$ cat src/rtl/lfsr_pkg.sv
// Shared constants and helpers for the 16-bit maximal-length Fibonacci LFSR.
// Polynomial x^16+x^15+x^13+x^4+1; the tap mask selects state bits 15, 14, 12 and 3.
package lfsr_pkg;

    localparam int WIDTH = 16;
    localparam logic [WIDTH-1:0] SEED = 16'h0001;
    localparam logic [WIDTH-1:0] TAP_MASK = 16'hD008;
    localparam int unsigned PERIOD = 65535;

    // Counters must hold a full-period total (at most PERIOD) without wrapping.
    localparam int COUNT_W = $clog2(PERIOD + 1);

    typedef logic [WIDTH-1:0] word_t;
    typedef logic [COUNT_W-1:0] count_t;

    function automatic logic feedback(input word_t q);
        return ^(q & TAP_MASK);
    endfunction

    function automatic word_t next_state(input word_t q);
        return {q[WIDTH-2:0], feedback(q)};
    endfunction

endpackage

$ cat src/rtl/lfsr_bit_counter.sv
// Counts feedback ones and zeros over one LFSR period.
// When restart is set, the step loads a fresh count instead of incrementing.
module lfsr_bit_counter
    import lfsr_pkg::*;
(
    input  logic   clk,
    input  logic   reset,
    input  logic   step,
    input  logic   fb,
    input  logic   restart,
    output count_t ones,
    output count_t zeros
);

    always_ff @(posedge clk) begin
        if (reset) begin
            ones  <= '0;
            zeros <= '0;
        end else if (step) begin
            if (restart) begin
                ones  <= count_t'(fb);
                zeros <= count_t'(!fb);
            end else if (fb) begin
                ones  <= ones + count_t'(1);
            end else begin
                zeros <= zeros + count_t'(1);
            end
        end
    end

endmodule

$ cat src/rtl/lfsr.sv
// 16-bit Fibonacci LFSR with a registered wrap tick and per-period feedback bit counters.
// All outputs come straight from flops; reset overrides the shift enable.
module lfsr
    import lfsr_pkg::*;
(
    input  logic             clk,
    input  logic             reset,
    input  logic             sh_en,
    output logic [WIDTH-1:0] Q_out,
    output logic [WIDTH-1:0] ones,
    output logic [WIDTH-1:0] zeros,
    output logic             max_tick_reg
);

    word_t  q_next;
    logic   fb;
    count_t ones_cnt;
    count_t zeros_cnt;

    assign fb     = feedback(Q_out);
    assign q_next = next_state(Q_out);

    // The tick marks the step that lands back on the seed; it also tells the
    // counters that their next step begins a new period.
    always_ff @(posedge clk) begin
        if (reset) begin
            Q_out        <= SEED;
            max_tick_reg <= 1'b0;
        end else if (sh_en) begin
            Q_out        <= q_next;
            max_tick_reg <= (q_next == SEED);
        end
    end

    lfsr_bit_counter u_bit_counter (
        .clk     (clk),
        .reset   (reset),
        .step    (sh_en),
        .fb      (fb),
        .restart (max_tick_reg),
        .ones    (ones_cnt),
        .zeros   (zeros_cnt)
    );

    assign ones  = ones_cnt;
    assign zeros = zeros_cnt;

endmodule

$ cat config.mk
export PLATFORM = sky130hd
export DESIGN_NAME = lfsr
export DESIGN_NICKNAME = d
export VERILOG_FILES = /design/src/rtl/lfsr_pkg.sv /design/src/rtl/lfsr_bit_counter.sv /design/src/rtl/lfsr.sv
export SDC_FILE = /design/constraint.sdc
export NUM_CORES = 1
export LEC_CHECK = 0
export CORE_ASPECT_RATIO = 1.5
export CORE_UTILIZATION = 45
export DETAILED_ROUTE_END_ITERATION = 10
export HOLD_SLACK_MARGIN = 0.15
export PLACE_DENSITY = 0.73
export SETUP_SLACK_MARGIN = 0.3
export SYNTH_ARGS = -nofsm -noshare
export SYNTH_HDL_FRONTEND = slang
export SYNTH_SLANG_ARGS = --single-unit
$ cat constraint.sdc
create_clock -name clk -period 1.6 [get_ports clk]
set_clock_uncertainty 0.1 [all_clocks]
set_input_delay 0.48 -clock clk [delete_from_list [all_inputs] [get_ports clk]]
set_output_delay 0.48 -clock clk [all_outputs]
set_load 0.02 [all_outputs]
---- Word level (Yosys, flattened, before mapping) ----
Cells that the tools add are included.
word-level totals
  output and inout bits ................... 49
  flip-flop bits (word level) ............. 49
  input bits .............................. 3
operators by class
  eq/ne operators ......................... 2
  reductions and logical operators ........ 5
  muxes and demuxes ....................... 4
  add/subtract/negate cells ............... 2
operators with widths
  kind                   number
  $mux 16                4
  $add 16x1->16 const B  2
  $eq 16x1->1 const B    1
  $reduce_xor 16->1      1
  $reduce_and 2->1       2
  $ne 2x2->1 const B     1
  $reduce_bool 2->1      1
  $logic_not 1->1        1

---- Depth between registers and ports, before layout ----
  word-level depth ........................ 3
  gate-level depth with buffers ........... 7

---- Cells and area by module ----
From an unflattened synthesis, not the netlist that was laid out.
second synthesis, totals
  cells, all modules ...................... 248
  area total of the unflattened synthesis .. 2199.6 µm²
modules (own cells, without submodules)
  module            cells an instance  area an instance (µm²)  instances
  lfsr_bit_counter  184                1541.5                  1
  lfsr              64                 658.1                   1

---- Worst setup path before layout ----
OpenSTA, ideal clock, no wires.
  kind .................................... reg-to-reg
  from .................................... register Q_out[3]
  to ...................................... register u_bit_counter.ones[12]
  setup slack ............................. -0.233 ns
  arrival ................................. 1.663 ns
  stages on the path, launching flop included .. 6
  period minus slack after synthesis ...... 1.833 ns
  library setup time ...................... 0.071 ns
  required time ........................... 1.429 ns
  cells stage by stage .................... dfxtp_1 xor2_2 xnor2_1 o2111ai_1 or3_1 a21oi_1
on the way
  longest elaborated chain between the ends .. 3
RTL lines
  element                      line                    RTL
  from (decl)                  lfsr.sv:9               output logic [WIDTH-1:0] Q_out,
  from (signal assigned)       lfsr.sv:30              Q_out <= q_next;
  $reduce_xor 16->1            lfsr_pkg.sv:17          return ^(q & TAP_MASK);
  $reduce_bool 2->1 (no line)  n/a
  $reduce_and 2->1 (no line)   n/a
  to (signal assigned)         lfsr_bit_counter.sv:21  ones <= count_t'(fb);
  to (signal assigned)         lfsr_bit_counter.sv:24  ones <= ones + count_t'(1);
  to (decl)                    lfsr_bit_counter.sv:11  output count_t ones,
Every way passes these cells.
A chain may end at the register's enable or synchronous reset.

---- Final worst setup path ----
  from .................................... register Q_out[3]
  to ...................................... register u_bit_counter.zeros[6]
on the way
  longest elaborated chain between the ends .. 3
RTL lines
  element                     line                    RTL
  $reduce_xor 16->1           lfsr_pkg.sv:17
  $ne 2x2->1 (no line)        n/a
  $reduce_and 2->1 (no line)  n/a
  to (signal assigned)        lfsr_bit_counter.sv:22  zeros <= count_t'(!fb);
  to (signal assigned)        lfsr_bit_counter.sv:26  zeros <= zeros + count_t'(1);
  to (decl)                   lfsr_bit_counter.sv:12  output count_t zeros
Every way passes these cells.

==> results.ini <==
[worst_setup_path]
worst-path-max-fanout = 6
cpLargestDelayFamily = XOR/XNOR gates
crit_buf_inv = 2
max_stage_delay_ns = 0.37
path_cells = xor2_4 -> xor2_2 -> buf_6 -> o21ai_0 -> buf_4 -> o21ai_0 -> a21oi_1
crit_type = reg2reg
startpoint_type = register
crit_arrival_ns = 1.91
worstSetupEndpointType = register
worstPathRequired_ns = 1.69
cp_common_cell = o21ai_0
cp_slowest_cell = dfxtp_4

[place]
hpwlAfterDp_um = 4250
pre_cts_slack_ns = -0.650
gp_congestion = 0.802
numPortBuffers = 51

[pwr]
power_switching_uw = 548
combPwrFrac = 0.102
leakage_uw = 0.00162
pwr-share-clk = 0.336
p_int_uw = 1620
p_per_area_mw_per_mm2 = 536
p_sw_frac = 0.253
irDropWorstVdd_v = 0.000497
seq_power_share = 0.562

[routing]
ant_nets = 0
drcViolationCount = 0
num_vias = 2484
wl_per_cell_um = 16.0
viasPerCell = 5.50
detail_route.iter0.violations = 148
dr.pass1.iters = 4
wl_um = 7240

[logic_synthesis]
ys.warnings.count = 0
netlist_area_mm2 = 0.00225
syn_area_per_cell_um2 = 8.69
netlist_instances = 259
seq_area_frac_synth = 0.436
syn_nets = 264
yosys.cell_types.count = 36
ys_seq_elements = 49

[clocking]
cts_buffer_depth = 2
cts.sinks = 49
clock_latency_ns = 0.31
ctsHoldBuffers = 0
cts_buffers = 5
ctsHtreeMaxLevel = 2
clk_transition_reported_paths_ns = 0.09
clockRootBuffer = clkbuf_8
cts_tree = done

[final_layout]
fillers = 289
multiInputGateArea_mm2 = 0.00147
syn_to_final_growth_pct = 79.5
ff_latch_area_mm2 = 0.00109
n_antenna_cell = 0
drive_above_1_share = 0.598
nets = 390
top_regs = Q_out (16), u_bit_counter.ones (16), u_bit_counter.zeros (16)

[die]
io_pins = 52
die_w_um = 59.7
row_count = 31
die_y_um = 88.6
start_util = 0.468
die-area_mm2 = 0.00529
core-area_mm2 = 0.00481

[global_routing]
track_usage = 0.260
antenna_found_initial = 0
grt_pass1_wl_um = 10500
grt_max_degree = 35
grt_pass1_vias = 2334
grt_remaining_overflow = 0

[timing]
slew_headroom = 0.733
slew_viol_final = 0
fin_crit_ns = 1.82
setup_slack_ns = -0.225
finalSetupViolations = 35
whs_ns = 0.401
clock.fmax_ghz = 0.548
tightest_slew_ns = 0.397
period_share = 1.14
rsz0062_at_grt = true
hold_viol = 0

[status]
failed_checks = negative setup slack
status = complete, but fails checks

[job]
maxCapViolations = 0

[hold_path]
hp-class = reg2reg

==> final timing paths <==
| check | start | endpoint | slack, ns | depth (start not counted) |
|---|---|---|---|---|
| setup / recovery | Q_out[3] | u_bit_counter.zeros[6] | -0.22 | 7 |
| hold / removal | u_bit_counter.ones[12] | u_bit_counter.ones[12] | 0.40 | 2 |
| setup reg to reg | Q_out[3] | u_bit_counter.zeros[6] | -0.22 | 7 |
| hold reg to reg | u_bit_counter.ones[12] | u_bit_counter.ones[12] | 0.40 | 2 |
==> cell usage in the layout (no fill, tap or decap), types with 6 or more instances in the layout <==
master | Yosys | final
nand4_1 | 7 | 7
nor2_1 | 42 | 39
o211ai_1 | 8 | 8
xor2_1 | 17 | 16
o21ai_0 | 18 | 9
or3_1 | 6 | 6
buf_4 | 1 | 68
dfxtp_2 | 0 | 31
dfxtp_4 | 0 | 18
a21oi_1 | 10 | 7
mux2i_1 | 15 | 14
buf_6 | 0 | 60
nand2_1 | 14 | 13
o2111ai_2 | 0 | 8
==> layer usage <==
metal	track usage	routed length [µm]	up-vias
met3	0.0482	257	16
met5	0	0	-
li1	-	-	1181
met4	0.0909	184	0
met2	0.475	4090	67
met1	0.293	2710	1220
==> logic make-up after synthesis <==
kind of cell             after synthesis  share of synthesized area
multiplexers                          15                     0.0667
buffers and inverters                 20                     0.0361
flip-flops                            49                      0.436
adder cells (fa/ha/maj)                2                     0.0111
XOR/XNOR                              21                     0.0851
AND/OR/NAND/NOR                       97                      0.205
AO/OA/AOI/OAI                         55                      0.160
==> synth_stat cells <==
cell type,number,area [µm²]
nand4_1,7,43.8
a221oi_1,2,17.5
a21o_1,2,15.0
buf_2,2,10.0
a21oi_1,10,50.1
mux2i_1,15,150
a32oi_1,1,8.76
o211ai_1,8,60.1
o21ai_0,18,90.1
a2bb2oi_1,1,8.76
nand2_1,14,52.6
nor2_1,42,158
nor2b_1,1,6.26
nor3_1,5,25.0
or4_1,3,22.5
xnor2_1,3,26.3
buf_1,1,3.75
xor2_2,1,16.3
and2_0,1,6.26
nand3_1,5,25.0
buf_4,1,7.51
and3_1,3,18.8
dfxtp_1,49,981
or3_1,6,37.5
ha_1,2,25.0
or2_2,1,6.26
nand3_2,1,10.0
and2_1,2,12.5
o31ai_1,2,15.0
a31oi_1,1,6.26
nor4_1,3,18.8
nand2b_1,3,18.8
o2111ai_1,10,87.6
xor2_1,17,149
inv_1,4,15.0
clkbuf_1,12,45.0
==> per-stage QoR <==
step	cells	TNS [ns]	area (µm²)	util	power (µW)
after global placement	417	-20.93	3330	0.693	1420
final	452	-4.23	4040	0.840	2170
after detailed placement	417	-22.96	3330	0.693	1420
after floorplan	259	-0.590	2400	-	1350
after CTS	443	-2.32	3770	0.785	2140
after global routing	452	-6.67	4040	0.840	2240
==> power groups by stage <==
stage                     combinational [µW]  sequential [µW]  clock (µW)
after global routing                     232             1220         791
after detailed placement                 158             1260           0
after floorplan                         78.7             1270           0
after CTS                                186             1220         730
final                                    221             1220         727
after global placement                   155             1260           0
==> worst min-delay path: stages (launching register included) <==
cell and delay, ns:
dfxtp_2 0.34, o21ai_0 0.07, a21oi_1 0.06
==> final cells by class <==
type                            count  area share
Multi-Input combinational cell    190       0.363
Timing Repair Buffer              135       0.323
Clock buffer                        7      0.0189
Inverter                            4     0.00372
Tap cell                           66      0.0204
Clock inverter                      1     0.00124
Sequential cell                    49       0.269
==> what timing repair did <==
| item | in CTS | in global routing |
|---|---|---|
| gates resized for setup | 346 | 47 |
| buffers inserted | 17 | 7 |
| pin swaps | 13 | 10 |
| endpoints found under the setup margin | 98 | 85 |
| gates cloned | 1 | 2 |
No activity file was read; power rests on OpenSTA's default activity.
